### config.mk
export PLATFORM = sky130hd
export DESIGN_NAME = ram_rmw_bridge
export DESIGN_NICKNAME = d
export VERILOG_FILES = /design/src/rtl/ram_rmw_bridge_pkg.sv /design/src/rtl/ram_lane_merge.sv /design/src/rtl/ram_rmw_bridge.sv
export SDC_FILE = /design/constraint.sdc
export NUM_CORES = 1
export LEC_CHECK = 0
export ABC_CLOCK_PERIOD_IN_PS = 1900
export CAP_MARGIN = 0
export CORE_ASPECT_RATIO = 1.75
export CORE_MARGIN = 10
export CORE_UTILIZATION = 45
export DETAILED_ROUTE_END_ITERATION = 7
export GPL_ROUTABILITY_DRIVEN = 0
export GPL_TIMING_DRIVEN = 0
export PLACE_DENSITY_LB_ADDON = 0.3
export SLEW_MARGIN = 20
export SYNTH_ARGS = -nofsm -noshare
export SYNTH_HDL_FRONTEND = slang
export SYNTH_SLANG_ARGS = --single-unit
export TNS_END_PERCENT = 1
### constraint.sdc
create_clock -name AClkH -period 1.9 [get_ports AClkH]
set_input_delay 0.38 -clock AClkH [delete_from_list [all_inputs] [get_ports AClkH]]
set_output_delay 0.38 -clock AClkH [all_outputs]
set_load 0.02 [all_outputs]
### src/rtl/ram_rmw_bridge_pkg.sv
// Shared definitions for the narrow-to-wide RAM read-modify-write bridge.
//   - state_t     : bridge FSM encoding
//   - CByteLen    : byte-enable granularity in bits
//   - f_lane_bits : log2 of the lane count (CDataLen / CWordLen)
package ram_rmw_bridge_pkg;

  typedef enum logic [1:0] {
    SIdle   = 2'd0,
    SRdReq  = 2'd1,
    SRdWait = 2'd2,
    SWr     = 2'd3
  } state_t;

  localparam int CByteLen = 8;

  // Lane index width. The lane count is a power of two, so this is exact.
  function automatic int f_lane_bits(input int data_len, input int word_len);
    int n;
    int b;
    n = data_len / word_len;
    b = 0;
    for (int i = 0; i < 32; i++) begin
      if ((1 << b) < n) b = b + 1;
    end
    return b;
  endfunction

endpackage

### src/rtl/ram_lane_merge.sv
// Combinational lane datapath for the RMW bridge.
//   line      in  full RAM line (read data)
//   lane      in  selected word lane
//   word      in  client write word
//   be        in  client byte enables for that word
//   merged    out line with the selected lane's enabled bytes replaced by word
//   lane_word out selected lane of line (read path)
module ram_lane_merge
  import ram_rmw_bridge_pkg::*;
#(
  parameter int CDataLen = 128,
  parameter int CWordLen = 32,
  parameter int CLaneW   = 2
) (
  input  logic [CDataLen-1:0]          line,
  input  logic [CLaneW-1:0]            lane,
  input  logic [CWordLen-1:0]          word,
  input  logic [CWordLen/CByteLen-1:0] be,
  output logic [CDataLen-1:0]          merged,
  output logic [CWordLen-1:0]          lane_word
);

  localparam int NumLanes = CDataLen / CWordLen;
  localparam int NumBytes = CWordLen / CByteLen;

  logic [NumLanes-1:0][CWordLen-1:0] line_v;
  logic [NumLanes-1:0][CWordLen-1:0] merged_v;

  assign line_v = line;

  for (genvar l = 0; l < NumLanes; l++) begin : g_lane
    for (genvar b = 0; b < NumBytes; b++) begin : g_byte
      assign merged_v[l][b*CByteLen +: CByteLen] =
        (lane == CLaneW'(l) && be[b]) ? word[b*CByteLen +: CByteLen]
                                      : line_v[l][b*CByteLen +: CByteLen];
    end
  end

  assign merged    = merged_v;
  assign lane_word = line_v[lane];

endmodule

### src/rtl/ram_rmw_bridge.sv
// Narrow word client -> wide single-port RAM bridge.
// Reads fetch the line and return one lane; writes fetch, merge bytes and
// write the line back. A write skips the fetch only when the line is a
// single word wide and every byte is enabled.
// Ports:
//   AClkH, AResetHN (async low), AClkHEn   clock / reset / clock enable
//   AReqVld/AReqRdy/AReqWr/AReqAddr/AReqData/AReqBe   client request
//   ARdVld/ARdData                          read response strobe + data
//   AWrAck                                  write committed strobe
//   ARamAddr/ARamMosi/ARamMiso/ARamWrEn/ARamRdEn   wide RAM side
module ram_rmw_bridge
  import ram_rmw_bridge_pkg::*;
#(
  parameter  int CAddrLen  = 13,
  parameter  int CDataLen  = 128,
  parameter  int CWordLen  = 32,
  localparam int CLaneBits = f_lane_bits(CDataLen, CWordLen)
) (
  input  logic                          AClkH,
  input  logic                          AResetHN,
  input  logic                          AClkHEn,
  input  logic                          AReqVld,
  output logic                          AReqRdy,
  input  logic                          AReqWr,
  input  logic [CAddrLen+CLaneBits-1:0] AReqAddr,
  input  logic [CWordLen-1:0]           AReqData,
  input  logic [CWordLen/CByteLen-1:0]  AReqBe,
  output logic                          ARdVld,
  output logic [CWordLen-1:0]           ARdData,
  output logic                          AWrAck,
  output logic [CAddrLen-1:0]           ARamAddr,
  output logic [CDataLen-1:0]           ARamMosi,
  input  logic [CDataLen-1:0]           ARamMiso,
  output logic                          ARamWrEn,
  output logic                          ARamRdEn
);

  localparam int CBeLen = CWordLen / CByteLen;
  // A single-lane line has a zero-width lane field; keep a 1-bit register.
  localparam int CLaneW = (CLaneBits > 0) ? CLaneBits : 1;
  // Skipping the fetch is only safe when the word covers the whole line,
  // otherwise the other lanes would be lost.
  localparam bit CSkipOk = (CDataLen == CWordLen);

  state_t state, state_nxt;

  logic                wr_q;
  logic [CAddrLen-1:0] line_q;
  logic [CLaneW-1:0]   lane_q;
  logic [CWordLen-1:0] data_q;
  logic [CBeLen-1:0]   be_q;
  logic [CDataLen-1:0] merge_q;
  logic                rd_vld_q;
  logic [CWordLen-1:0] rd_data_q;
  logic                wr_ack_q;

  logic [CLaneW-1:0]   req_lane;
  logic [CAddrLen-1:0] req_line;
  logic                req_skip;
  logic [CDataLen-1:0] miso_merged;
  logic [CWordLen-1:0] miso_word;

  assign req_line = AReqAddr[CLaneBits +: CAddrLen];

  if (CLaneBits > 0) begin : g_lane_idx
    assign req_lane = AReqAddr[CLaneW-1:0];
  end else begin : g_lane_zero
    assign req_lane = '0;
  end

  assign req_skip = CSkipOk && AReqWr && (&AReqBe);

  ram_lane_merge #(
    .CDataLen (CDataLen),
    .CWordLen (CWordLen),
    .CLaneW   (CLaneW)
  ) u_merge (
    .line      (ARamMiso),
    .lane      (lane_q),
    .word      (data_q),
    .be        (be_q),
    .merged    (miso_merged),
    .lane_word (miso_word)
  );

  always_ff @(posedge AClkH or negedge AResetHN) begin
    if (!AResetHN) state <= SIdle;
    else if (AClkHEn) state <= state_nxt;
  end

  always_comb begin
    state_nxt = state;
    AReqRdy   = 1'b0;
    ARamRdEn  = 1'b0;
    ARamWrEn  = 1'b0;
    case (state)
      SIdle: begin
        AReqRdy = 1'b1;
        if (AReqVld) state_nxt = req_skip ? SWr : SRdReq;
      end
      SRdReq: begin
        ARamRdEn  = 1'b1;
        state_nxt = SRdWait;
      end
      SRdWait: state_nxt = wr_q ? SWr : SIdle;
      SWr: begin
        ARamWrEn  = 1'b1;
        state_nxt = SIdle;
      end
      default: state_nxt = SIdle;
    endcase
  end

  always_ff @(posedge AClkH or negedge AResetHN) begin
    if (!AResetHN) begin
      wr_q      <= 1'b0;
      line_q    <= '0;
      lane_q    <= '0;
      data_q    <= '0;
      be_q      <= '0;
      merge_q   <= '0;
      rd_vld_q  <= 1'b0;
      rd_data_q <= '0;
      wr_ack_q  <= 1'b0;
    end else if (AClkHEn) begin
      // Response strobes are single-cycle; data returns to 0 when not valid.
      rd_vld_q  <= 1'b0;
      rd_data_q <= '0;
      wr_ack_q  <= 1'b0;
      case (state)
        SIdle: begin
          if (AReqVld) begin
            wr_q   <= AReqWr;
            line_q <= req_line;
            lane_q <= req_lane;
            data_q <= AReqData;
            be_q   <= AReqBe;
            // Skip path only exists for single-lane lines: the word is the line.
            if (req_skip) merge_q <= CDataLen'(AReqData);
          end
        end
        SRdWait: begin
          if (wr_q) begin
            merge_q <= miso_merged;
          end else begin
            rd_vld_q  <= 1'b1;
            rd_data_q <= miso_word;
          end
        end
        SWr: wr_ack_q <= 1'b1;
        default: ;
      endcase
    end
  end

  assign ARdVld   = rd_vld_q;
  assign ARdData  = rd_data_q;
  assign AWrAck   = wr_ack_q;
  assign ARamAddr = line_q;
  assign ARamMosi = merge_q;

endmodule
==> reports/qor.csv <==
stage;metric;value;unit
pwr;max-vdd-ir-drop;0.000967;V
cells_and_area;finish.instance_area;15000;µm²
cells_and_area;seqCellArea;5410;µm²
setup_path;crit_fanout;10;
pwr;finalPower;25.3;mW
timing;tns;-0.0108;ns
hold_path;worst_hold_path_type;input pin to flop;
drt;drc;0;
drt;via_per_inst;5.90;
placement;hpwlAfterDp;31500;µm
timing;min_period_over_period;1.01;
drt;wl_met3;3340;µm
cells_and_area;num-fill-cells;1720;
yosys;syn_area;10000;µm²
timing;timing.final.hold_violations;0;
setup_path;worst-r2r-cell-count;7;
clock_network;cts_root_buffer;clkbuf_16;
clock_network;cts_tree;yes;
grt;grt_max_degree;97;
yosys;synthArstFlopShare;1.00;
floorplanning;die-area;28900;µm²
hold_path;holdPathStages;2;
hold_path;holdPathEnd;state[0]$_DFFE_PN0P_;
cells_and_area;multi_input_area;4150;µm²
yosys;synth_seq_cells;216;
floorplanning;start_util;0.454;
grt;grt_pass1_vias;10056;
setup_path;cp.required;2.31;ns
cells_and_area;syn_to_final_growth;49.2;%
flow_run;cap_violations;0;
grt;grt-ovfl-total;0;
clock_network;cts_sinks;216;
timing;fmax;523;MHz
setup_path;reg2reg_to;ARamMosi[39]$_DFFE_PN0P_;
pwr;power.density;1690;nW/µm²
drt;wl_per_cell;26.7;µm
timing;drv_slew;0;
setup_path;worstSetupStartpointType;flop;
clock_network;ctsLongestPathBuffers;3;
setup_path;reg2reg_slack;-0.01;ns
yosys;synth_flop_cell;dfrtp_1;
run_status;outcome;complete, but fails checks;
timing;setup_ws;-0.0108;ns
drt;wl_met2;21800;µm
setup_path;endpoint_kind;flop;
drt;via_count;9232;
drt;drt_iter0_drc;848;
setup_path;worstPathArrival;2.32;ns
timing;tightest_slew;0.693;ns
setup_path;startpoint;state[0]$_DFFE_PN0P_;
grt;grt_pass1_wl;61800;µm
floorplanning;core_area;22100;µm²
timing;min_period;1.91;ns
setup_path;crit_type;flop to flop;
floorplanning;core.rowCount;72;
cells_and_area;layout-drive-gt1-share;0.152;
hold_path;worstHoldStart;AClkHEn;
yosys;syn_area_per_cell;11.6;µm²
floorplanning;die_h;217;µm
run_status;violations;setup timing;
clock_network;htreeDepth;1;
floorplanning;io_pins;362;
floorplanning;fp.dieW;133;µm
placement;placedInstanceArea;14100;µm²
placement;port_buffers;360;
drt;detail_route.first_pass.iterations;5;
pwr;leakagePower;7.41;nW
yosys;synth_edf_count;0;
yosys;synth.distinct_cells;28;
drt;ant_nets;0;
clock_network;clk_pin_slew_worst_paths;0.07;ns
cells_and_area;final_common_cell;clkdlybuf4s50_1;
setup_path;r2r_start;state[0]$_DFFE_PN0P_;
yosys;seq_area_frac_synth;0.539;
cells_and_area;mostFrequentLayoutCells;256 x clkdlybuf4s50_1, 215 x dfrtp_1, 130 x nand2_1;
yosys;synth.net_count;1045;
clock_network;clock_latency;0.51;ns
grt;antenna_found_initial;5;
timing;clock_skew;0.0205;ns
timing;setup_viol;1;
yosys;ys_warn_count;0;
drt;top_layer;met4;
grt;grt_usage;0.277;
timing;relSlewSlack;0.538;
clock_network;cts_buffers;21;
cells_and_area;nNetsFinal;1435;
drt;wl_met1;14200;µm
yosys;syn_inst;861;
timing;rsz0062_at_grt;yes;
drt;wirelength;41800;µm
-- worst max-delay path, cell delays in order (launching register included) --
cell,delay [ns]
dfrtp_1,0.32
buf_4,0.16
nand4b_4,0.21
buf_6,0.20
buf_6,0.18
clkbuf_1,0.49
nand2_1,0.12
o21ai_0,0.12
-- flip-flops by register name, summed over array words and instances, names as in the netlist --
register	flops
state	2
be_q	4
lane_q	2
wr_q	1
AWrAck	1
ARdData	32
ARdVld	1
data_q	32
ARamMosi	128
ARamAddr	13
-- per-stage QoR --
stage	util	hold WS (ns)	setup slack, ns	instances
final	0.678	0.205	-0.0108	1566
after global routing	0.678	0.222	-0.0764	1566
after CTS	0.668	0.196	-0.188	1557
after detailed placement	0.637	0.279	-0.202	1519
after global placement	0.634	0.461	-8.81	1517
after floorplan	-	0.0844	0.350	861
-- power breakdown --
group	internal [mW]	switching (mW)	total, mW
clock network	2.60	1.83	4.44
logic	5.62	7.45	13.1
registers	6.65	1.10	7.75
total	14.9	10.4	25.3
-- per-layer routing --
layer / global-route usage / vias up
met5: 0 / -
met4: 0.157 / 0
met3: 0.0646 / 148
met2: 0.492 / 560
met1: 0.295 / 4554
li1: - / 3970
-- what timing repair did --
action	CTS	global route
hold endpoints to repair	34	0
gates resized for setup	48	82
pin swaps	1	1
setup buffers	0	4
hold buffers	1	0
endpoints found under the setup margin	107	156
-- cell type report --
type                       count  area share
sequential                   216       0.361
clock inverter                 8     0.00795
timing repair buffer         367       0.254
clock buffer                  29      0.0398
inverter                       2    0.000502
buffer                        77      0.0332
multi-input combinational    566       0.278
tap                          296      0.0248
antenna                        5    0.000836
-- synthesized netlist by cell type, types with 3 or more instances --
cell        n  share of area
dfrtp_1   216           0.54
nand2_1   130          0.049
a22oi_1   128          0.096
o21ai_0    82          0.041
mux2_2     53          0.060
o21ai_1    48          0.024
a22o_1     33          0.029
and2_1     33          0.021
clkbuf_1   32          0.012
mux4_2     32          0.072
buf_2      15         0.0075
buf_6      15          0.017
buf_4      14          0.010
nand3b_1    8         0.0060
nand3_1     4         0.0020
or3b_2      4         0.0035
nor2b_1     3         0.0019
-- how the worst max path moves through the flow --
stage	end	slack [ns]	depth (start not counted)
detailed placement	ARamMosi[110]$_DFFE_PN0P_	-0.20	6
CTS	ARamMosi[62]$_DFFE_PN0P_	-0.19	6
finish	ARamMosi[39]$_DFFE_PN0P_	-0.01	7
floorplan	ARamAddr[0]$_DFFE_PN0P_	0.35	5
global route	ARamMosi[39]$_DFFE_PN0P_	-0.08	7
global placement	ARamMosi[106]$_DFFE_PN0P_	-8.81	1
-- kinds of logic (layout without fill, tap and decap cells) --
group                  after synthesis  in the layout  share of synthesized area
buffers and inverters               79            483                     0.0481
multiplexers                        86             86                      0.132
AND/OR/NAND/NOR                    188            188                     0.0900
flip-flops                         216            216                      0.539
AO/OA/AOI/OAI                      292            292                      0.190
other                                0              5                          0
Note: power is estimated with default switching activity, not from simulation.
